[config.mk]
export PLATFORM = sky130hd
export DESIGN_NAME = aer_event_decoder
export DESIGN_NICKNAME = d
export VERILOG_FILES = /design/src/rtl/aer_event_decoder.sv
export SDC_FILE = /design/constraint.sdc
export NUM_CORES = 1
export LEC_CHECK = 0
export BUFFER_PORTS_ARGS = -buffer_cell sky130_fd_sc_hd__buf_2
export CAP_MARGIN = 20
export CELL_PAD_IN_SITES_DETAIL_PLACEMENT = 0
export CELL_PAD_IN_SITES_GLOBAL_PLACEMENT = 2
export CORE_MARGIN = 1
export CORE_UTILIZATION = 34
export CTS_BUF_LIST = sky130_fd_sc_hd__clkbuf_2
export CTS_CLUSTER_SIZE = 10
export DETAILED_ROUTE_END_ITERATION = 12
export GPL_ROUTABILITY_DRIVEN = 1
export PLACE_DENSITY_LB_ADDON = 0.3
export REMOVE_ABC_BUFFERS = 1
export SLEW_MARGIN = 25
export SYNTH_ARGS = -nofsm -noshare
export SYNTH_HDL_FRONTEND = slang
export SYNTH_SLANG_ARGS = --single-unit
[constraint.sdc]
create_clock -name clk -period 1.7 [get_ports clk]
set_input_delay 0.51 -clock clk [delete_from_list [all_inputs] [get_ports clk]]
set_output_delay 0.51 -clock clk [all_outputs]
set_load 0.05 [all_outputs]
[src/rtl/aer_event_decoder.sv]
// AER 2x2 receive decoder: per-channel spike pulses plus windowed event counts thresholded into a 4-bit pixel image.
// Optional feature: define AER_DEC_STATS_EN to enable the saturating event_total counter.
module aer_event_decoder #(
    parameter int unsigned WINDOW    = 64,
    parameter int unsigned WIN_W     = 8,
    parameter int unsigned CNT_W     = 8,
    parameter int unsigned THRESHOLD = 2
) (
    input  logic        clk,
    input  logic        rst,
    input  logic        enable,
    input  logic [1:0]  aer_addr,
    input  logic        aer_valid,
    output logic        spike_out_0,
    output logic        spike_out_1,
    output logic        spike_out_2,
    output logic        spike_out_3,
    output logic [3:0]  pixel_out,
    output logic        pixel_valid,
    output logic [15:0] event_total
);

    typedef enum logic [1:0] {
        IDLE,
        COLLECT,
        REPORT
    } state_t;

    state_t             state;
    state_t             state_next;
    logic               accept;
    logic [3:0]         hit;
    logic [3:0]         spike;
    logic [WIN_W-1:0]   win_cnt;
    logic               win_last;
    logic [CNT_W-1:0]   cnt     [4];
    logic [CNT_W-1:0]   cnt_inc [4];
    logic [3:0]         pix_next;

    assign accept = enable && aer_valid;

    // aer_addr only reaches the decode under accept, so it cannot leak while aer_valid is low
    always_comb begin
        hit = '0;
        if (accept) begin
            hit = 4'b0001 << aer_addr;
        end
    end

    always_comb begin
        for (int unsigned i = 0; i < 4; i++) begin
            cnt_inc[i]  = (hit[i] && (cnt[i] != '1)) ? cnt[i] + 1'b1 : cnt[i];
            pix_next[i] = (cnt_inc[i] >= CNT_W'(THRESHOLD));
        end
    end

    assign win_last = (state == COLLECT) && (win_cnt == WIN_W'(WINDOW - 1));

    always_ff @(posedge clk) begin
        if (rst) begin
            state <= IDLE;
        end else begin
            state <= state_next;
        end
    end

    always_comb begin
        state_next = state;
        if (!enable) begin
            state_next = IDLE;
        end else begin
            case (state)
                IDLE:    state_next = COLLECT;
                COLLECT: if (win_last) state_next = REPORT;
                REPORT:  state_next = COLLECT;
                default: state_next = IDLE;
            endcase
        end
    end

    always_comb begin
        pixel_valid = (state == REPORT);
    end

    always_ff @(posedge clk) begin
        if (rst) begin
            spike     <= '0;
            win_cnt   <= '0;
            pixel_out <= '0;
            for (int unsigned i = 0; i < 4; i++) cnt[i] <= '0;
        end else begin
            spike <= hit;
            if (!enable || state == IDLE) begin
                win_cnt <= '0;
                for (int unsigned i = 0; i < 4; i++) cnt[i] <= '0;
            end else if (state == COLLECT) begin
                if (win_last) begin
                    pixel_out <= pix_next;
                    win_cnt   <= '0;
                    for (int unsigned i = 0; i < 4; i++) cnt[i] <= '0;
                end else begin
                    win_cnt <= win_cnt + 1'b1;
                    for (int unsigned i = 0; i < 4; i++) cnt[i] <= cnt_inc[i];
                end
            end else begin
                // REPORT: counts restart, but an event arriving now opens the next window
                win_cnt <= '0;
                for (int unsigned i = 0; i < 4; i++) cnt[i] <= CNT_W'(hit[i]);
            end
        end
    end

    assign spike_out_0 = spike[0];
    assign spike_out_1 = spike[1];
    assign spike_out_2 = spike[2];
    assign spike_out_3 = spike[3];

`ifdef AER_DEC_STATS_EN
    logic [15:0] total;

    always_ff @(posedge clk) begin
        if (rst) begin
            total <= '0;
        end else if (accept && (total != 16'hFFFF)) begin
            total <= total + 1'b1;
        end
    end

    assign event_total = total;
`else
    assign event_total = 16'h0000;
`endif

endmodule

Yosys cells after proc, flatten, opt, wreduce, memory -nomap -nowiden. Memories as Yosys holds them, arrays and structs flattened. Index checks and enable logic that the tools add are counted.

Add/subtract/negate cells: 5. Multipliers: 0. Div/mod/pow operators: 0. $lt $le $gt $ge: 4. Eq/ne operators: 8. Shift-type cells: 1. Multiplexer cells: 42. Bitwise gates (word level): 19. Reduce and logical (&&, ||, !) cells: 13.

Operators with widths (number): 8-bit 2-to-1 mux (20); 8-bit by 1-bit adder with 8-bit output (second input constant) (5); 8-bit by 2-bit greater-or-equal comparator with 1-bit output (second input constant) (4); 8-bit inequality test (second input constant) (4); 1-bit 2-to-1 mux (19); 1-bit OR (16); 8-bit by 6-bit equality test with 1-bit output (second input constant) (1); 1-bit logical AND (6); 4-bit 2-to-1 mux (1); 2-bit case mux with 2 select lines (1); 2-bit OR reduction (2); 4-bit OR reduction (1); 1-bit by 2-bit left shift with 4-bit output (first input constant) (1); 1-bit inverter (3); 3-bit AND reduction (1); 2-bit by 1-bit equality test with 1-bit output (second input constant) (1); 2-bit equality test (second input constant) (1); 2-bit logical NOT (1); 2-bit 2-to-1 mux (1); 2-bit inequality test (second input constant) (1); 1-bit logical NOT (1); 1-bit logical OR (1).

Bits in registers: 18. Bits in latches: 0. Bits in writable memories: 32. Bits in read-only memories: 0. Input bits: 6. Output and inout port bits: 25. Word-level logic and storage cells: 97. Memories kept: 1.

Memory list: cnt (depth 4, width 8, rd ports 4, clocked after Yosys merged registers in 0, write ports 4, RTL line 36) `logic [CNT_W-1:0] cnt [4];`.

Longest topological paths before layout. Gate-level depths: netlist of the first run.

Depth after elaboration: 10. Mapped depth: 6. Depth with buffers taken out: 6.

Least setup slack after synthesis of the first run. No wires, ideal clock.

Kind: input to register. Start: input port enable. End: memory cnt[1][7] (data pin). Library setup time: 0.266 ns. Arrival: 1.585 ns. Data required time: 1.434 ns. Path slack: -0.151 ns. Cell stages on the path: 6. Path buffers: 1. Cells stage by stage: buf_2 nand4b_4 a2111oi_4 nand3_1 xor2_1 nor2_1.

RTL lines: start, declared (RTL line 11) `input logic enable,`; end, declared (RTL line 36).

==> reports/qor.txt, run 1 <==
Status = complete, but fails checks
Violated checks = negative setup slack
Final wirelength = 6400 um
Finish-stage setup viols = 4
Post-layout nets = 414
RePlAce Congestion = 0.802
Required time of the critical path = 1.94 ns
Crit Path Max Fanout = 5
Die W = 94.5 um
Fraction of registers with async set/reset = 0
Row Count = 33
Initial antenna violation count = 0
Post-route cell area = 3780 um2
Avg Vias per Cell = 4.82
Fin crit share = 1.05
Layout cells sized above 1 = 0.314
Worst hold-check path type = in -> reg
Setup crit start kind = flip-flop
Port bufs = 14
Bufs and invs on worst path = 0
Drt wl/cell = 12.6 um
Flop2flop setup slack = -0.09 ns
Depth of the CTS H-tree = 2
Initial DRC Count = 120
Total power = 2.04 mW
Syn_area_per_cell = 9.33 um2
Worst EP arrival = 2.03 ns
Via Count = 2453
Starting Density = 0.352
Fmax = 0.559 GHz
CTS tree = done
Cell variety after synth = 57
Area Overhead vs Synth = 29.8%
Clk sink count = 50
Worst setup EP type = flip-flop
Yosys top cell by area = dfxtp_1
Seq/Total Area, Yosys = 0.406
GRT Util Overall = 0.154
Dpl cell area = 3540 um2
Post-DP HPWL = 4710 um
# DRC = 0
CTS max path bufs = 2
Clk pin slew, worst setup/hold paths = 0.25 ns
Total gr overflow = 0
Cell family with most CP delay = flip-flops
Post-synthesis cell count = 312
Reg2Reg Capture Point = cnt[1][7]$_SDFFCE_PP0P_
Vias in the first global route = 2335
Slack of the critical path = -0.0879 ns
Hold Crit Endpoint = spike[1]$_SDFF_PP0_
Antenna fix cells = 0
Number of buffers created by CTS = 5
R2r worst-path depth = 6
Lkg Pwr = 1.49 nW
DR pass1 iterations = 4
Largest net degree at the start of global routing = 21
Synth Flop Type = dfxtp_1
Fin crit period = 1.79 ns
Worst-skew pair later-pin latency = 0.43 ns
WP depth = 6
Max IR drop VDD = 0.000261 V
Core area = 8260 um2
Worst path max stage delay = 0.48 ns
Die Ht = 94.5 um
Final Max Slew Viols = 0
Worst r2r src = cnt[1][0]$_SDFFCE_PN0P_
Pwr per Cell Area = 539 nW/um2
Post-synthesis register bit count = 50
First-pass GRT wire length = 10700 um
Clock Skews = 0.0157 ns
WHS Path Cells = 3
Yosys warning total = 0
Ports = 31
Worst-path cell chain = ha_2 > and3_4 > a2111oi_4 > nand3_1 > xor2_1 > nor2_1
CP Class = reg -> reg
Max Cap Viol = 0
Synth top area cells = dfxtp_1, edfxtp_1, nor2_1
Slowest-stage cell, CP = edfxtp_1
Die Area = 8930 um2
Share of the synthesized area in the top cell type = 0.220
Hold path start = rst
Final-report hold violation count = 0
RSZ-0062 raised after global routing = yes
Synthesized area = 2910 um2
Post-synth EDFFs = 18
Antenna-violating nets left = 0
Clk root buf = clkbuf_2
## worst reg2reg max path, stage by stage (launching register included)
cell and delay (ns):
edfxtp_1 0.48, ha_2 0.20, and3_4 0.16, a2111oi_4 0.39, nand3_1 0.14, xor2_1 0.18
nor2_1 0.05
## stage by stage
step / util / hold WS (ns) / worst slack, ns / TNS (ns) / instances
after floorplan: - / 0.426 / -0.307 / -5.98 / 315
after global placement: 0.429 / 0.490 / -0.291 / -3.35 / 497
after detailed placement: 0.429 / 0.496 / -0.232 / -4.45 / 497
after CTS: 0.439 / 0.404 / -0.0945 / -0.241 / 505
after global routing: 0.457 / 0.384 / -0.194 / -0.760 / 509
final: 0.457 / 0.440 / -0.0879 / -0.210 / 509
## placed cells by master (no fill, tap or decap), drive strengths merged, types with 3 or more instances in the layout
cell type | synthesis | final
a21oi | 4 | 4
xnor2 | 11 | 11
nand2 | 19 | 19
dfxtp | 32 | 32
edfxtp | 18 | 18
clkinv | 0 | 3
or3 | 4 | 4
o21bai | 3 | 3
and4 | 5 | 5
nor2b | 6 | 6
o31ai | 4 | 4
nand4 | 6 | 6
o22ai | 4 | 4
mux2i | 8 | 8
clkbuf | 6 | 7
o21ai | 12 | 12
nand3 | 20 | 20
o211ai | 4 | 4
ha | 5 | 5
nor2 | 48 | 48
and3 | 8 | 8
and2 | 3 | 3
nand2b | 4 | 4
nor3 | 6 | 6
a31oi | 4 | 4
nand3b | 3 | 3
conb | 2 | 34
xor2 | 14 | 14
buf | 23 | 79
## worst max-delay path by stage
stage                             from                   endpoint
3_3_place_gp                    enable  pixel_out[1]$_SDFFE_PP0P_
2_1_floorplan    win_cnt[0]$_SDFF_PP0_        cnt[3][0]$_DFFE_PP_
4_1_cts        cnt[1][0]$_SDFFCE_PN0P_    cnt[1][7]$_SDFFCE_PP0P_
3_5_place_dp                 aer_valid  pixel_out[0]$_SDFFE_PP0P_
5_1_grt        cnt[1][0]$_SDFFCE_PN0P_    cnt[1][7]$_SDFFCE_PP0P_
6_report       cnt[1][0]$_SDFFCE_PN0P_    cnt[1][7]$_SDFFCE_PP0P_
## area by class of cell
type                       count  area, um2
fill                         829       4480
multi-input combinational    263       1810
sequential                    50       1190
timing repair buffer          81        608
tap                          105        131
clock buffer                   5       25.0
clock inverter                 3       11.3
inverter                       2       7.51
## synthesized netlist by cell type, types with 6 or more instances
| cell type | count |
|---|---|
| nand4_1 | 6 |
| nand2_1 | 19 |
| dfxtp_1 | 32 |
| clkbuf_1 | 6 |
| nor2_1 | 48 |
| nand3_1 | 19 |
| o21ai_0 | 12 |
| edfxtp_1 | 18 |
| and3_1 | 8 |
| xnor2_1 | 11 |
| buf_4 | 16 |
| nor3_1 | 6 |
| nor2b_1 | 6 |
| buf_2 | 7 |
| mux2i_1 | 8 |
| xor2_1 | 14 |
## flip-flops by register name, summed over array words and instances, names as in the netlist
name	cells
cnt	32
spike	4
win_cnt	8
state	2
pixel_out	4
## timing repair
action                                  in CTS  in global routing
endpoints found under the setup margin      11                 27
buffers inserted                             0                  5
endpoints found under the hold margin        0                  0
gates resized for setup                     14                 30
hold buffers                                 0                  0
pin swaps                                    9                 17
## logic make-up (layout without fill, tap and decap cells)
| kind of cell | Yosys count | after routing | share of synthesized area |
|---|---|---|---|
| AOI/OAI and AO/OA | 49 | 49 | 0.136 |
| xor gates and xnor gates | 25 | 25 | 0.0752 |
| adders and majority gates | 5 | 5 | 0.0215 |
| buffers and inverters | 31 | 91 | 0.0636 |
| DFF | 50 | 50 | 0.406 |
| muxes | 9 | 9 | 0.0327 |
| other | 2 | 34 | 0.00258 |
| and+or+nand+nor | 141 | 141 | 0.262 |
## where the power goes
group          internal [mW]  leakage, nW  switching (mW)  total, mW
Sequential              1.27        0.446          0.0186       1.28
Combinational         0.0971         1.02           0.181      0.278
Clock                 0.0880       0.0255           0.387      0.475
## per-layer routing
| metal | wire [um] | GRT usage | vias up |
|---|---|---|---|
| met4 | 92 | 0.0518 | 0 |
| li1 | - | - | 1255 |
| met1 | 3100 | 0.200 | 1145 |
| met3 | 282 | 0.0330 | 10 |
| met2 | 2930 | 0.254 | 43 |
| met5 | 0 | 0 | - |
Note: power is estimated with default switching activity, not from simulation.
==> inputs of run 2 (changes only) <==
ABC_AREA = 1   (was default)
CORE_ASPECT_RATIO = 0.8   (was default)
CORE_UTILIZATION = 31   (was 34)
clock period = 1.5 ns   (was 1.7 ns; I/O delays follow)
==> reports/qor.txt, run 2 <==
Die W = 112 um
Biggest regs = cnt (32), win_cnt (8)
DR pass1 iterations = 8
Max IR drop VDD = 0.000301 V
Fraction of registers with async set/reset = 0
First-pass GRT wire length = 12600 um
Layout cells sized above 1 = 0.456
Die Ht = 89.9 um
Post-synthesis cell count = 415
Total gr overflow = 0
Final wirelength = 7610 um
Post-layout nets = 554
Yosys top cell by area = dfxtp_1
Setup crit start kind = flip-flop
Final-report hold violation count = 0
Worst hold-check path type = in -> reg
Depth of the CTS H-tree = 2
Area Overhead vs Synth = 54.7%
GR peak layer = met2
Most frequent cell after synthesis = nand2_1
RePlAce Congestion = 0.788
Seq/Total Area, Yosys = 0.394
GRT Util Overall = 0.156
Fin crit share = 1.10
Avg Vias per Cell = 4.44
Clk root buf = clkbuf_2
Worst setup EP type = flip-flop
Finish-stage setup viols = 11
Dpl ws = -0.278 ns
Largest register FFs = 32
Storage cell area = 1200 um2
Filler instances = 914
Cell variety after synth = 29
Required time of the critical path = 1.88 ns
Worst EP arrival = 2.03 ns
Port bufs = 14
Max Cap Viol = 0
Crit Path Max Fanout = 8
Die Area = 10100 um2
Clk pin slew, worst setup/hold paths = 0.27 ns
Vias in the first global route = 2780
Antenna fix cells = 0
Most flops, register = cnt
Footprint of the multi-input gates = 2100 um2
Global-route met1 utilization = 0.218
Starting Density = 0.325
Syn_area_per_cell = 7.22 um2
Drt wl/cell = 11.5 um
Worst-skew pair later-pin latency = 0.45 ns
Status = complete, but fails checks
Initial antenna violation count = 1
Number of buffers created by CTS = 5
Synthesized area = 3000 um2
Slack of the critical path = -0.157 ns
Core area = 9230 um2
Clock Skews = 0.0107 ns
Fin crit period = 1.66 ns
Fmax = 0.603 GHz
RSZ-0062 raised after global routing = yes
Initial DRC Count = 72
Yosys warning total = 0
Commonest non-fill, non-tap cell in the layout = nand2_1
CTS tree = done
Pwr per Cell Area = 529 nW/um2
CP Class = reg -> reg
Lkg Pwr = 2.04 nW
Violated checks = design-rule violations, negative setup slack
Final Max Slew Viols = 0
Row Count = 31
Post-Route Setup TNS = -0.932 ns
Synth Flop Type = dfxtp_1
Largest net degree at the start of global routing = 15
Antenna-violating nets left = 0
Synth top area cells = dfxtp_1, edfxtp_1, nand2_1
GR Util met3 = 0.0337
Post-synthesis register bit count = 50
Ports = 31
# DRC = 2
Share of the synthesized area in the top cell type = 0.214
GR Layer Usage met2 = 0.242
Most frequent cells in the layout = nand2_1, buf_4, nor2_1
CTS max path bufs = 2
Post-DP HPWL = 5310 um
Clk sink count = 50
Total power = 2.45 mW
CTS Hold Bufs = 0
Final hold slack = 0.246 ns
Synth cell count leaders = nand2_1, nor2_1, inv_1
Post-synth EDFFs = 18
Via Count = 2924
[run 2: changes by cell type in the layout (fill, tap and decap cells not counted), sizes merged, moves of 8 or more]
cell / previous run / this run
a21oi: 4 / 18
and3: 8 / 0
buf: 79 / 110
inv: 2 / 47
mux2i: 8 / 0
nand2: 19 / 118
nand3: 20 / 35
nor2: 48 / 69
[run 2: repair_timing]
item / 4_1_cts / 5_1_grt
gates cloned: 1 / 0
setup buffers: 15 / 5
setup endpoints to repair: 42 / 51
gates resized for setup: 80 / 114
pin swaps: 35 / 56
[run 2: cell type report]
type                       count  area share
clock inverter                 2     0.00189
timing repair buffer         110       0.206
multi-input combinational    329       0.454
inverter                      47      0.0418
clock buffer                   6     0.00648
sequential                    50       0.259
tap                          115      0.0310
[run 2: worst paths after layout]
check                                              from                        end  slack [ns]  depth (start not counted)
worst max-delay path            cnt[1][0]$_SDFFCE_PN0P_  pixel_out[1]$_SDFFE_PP0P_       -0.16                         11
worst min-delay path                        aer_addr[1]        spike[1]$_SDFF_PP0_        0.25                          2
worst max register to register  cnt[1][0]$_SDFFCE_PN0P_  pixel_out[1]$_SDFFE_PP0P_       -0.16                         11
worst min register to register    state[0]$_SDFFE_PP0P_      state[0]$_SDFFE_PP0P_        0.52                          1
[run 2: power breakdown]
| part | total (mW) | internal [mW] | switching (mW) |
|---|---|---|---|
| registers | 1.46 | 1.43 | 0.0213 |
| clock network | 0.576 | 0.115 | 0.461 |
| logic | 0.423 | 0.149 | 0.274 |
| total | 2.45 | 1.70 | 0.756 |
[run 2: kinds of logic (layout without fill, tap and decap cells)]
kind of cell	Yosys count	count (layout)	synth area share
xor+xnor	17	17	0.0497
other cells	2	34	0.00251
simple gates	242	242	0.370
compound gates	31	31	0.0555
flops	50	50	0.394
fa+ha+maj	5	5	0.0209
buf+inv	68	165	0.107
[run 2: critical path, cell delays in order (launching register included)]
cell	delay (ns)
edfxtp_1	0.51
ha_4	0.21
nand3_4	0.09
inv_2	0.05
nand2_4	0.10
nand2_8	0.12
nand2_2	0.10
nand2_1	0.05
nor2_1	0.13
nand2_1	0.08
nor2_1	0.11
nor2_1	0.05
[run 2: routing by layer]
| metal | vias up | wire length [um] |
|---|---|---|
| li1 | 1544 | - |
| met1 | 1336 | 3780 |
| met2 | 33 | 3510 |
| met3 | 9 | 213 |
| met4 | 2 | 87 |
| met5 | - | 13 |
[run 2: metrics by stage]
stage | utilization | instance area [um2] | std cells
3_3_place_gp | 0.410 | 3790 | 635
4_1_cts | 0.453 | 4180 | 658
5_1_grt | 0.502 | 4640 | 659
6_report | 0.502 | 4640 | 659
3_5_place_dp | 0.410 | 3790 | 635
2_1_floorplan | - | 2970 | 426
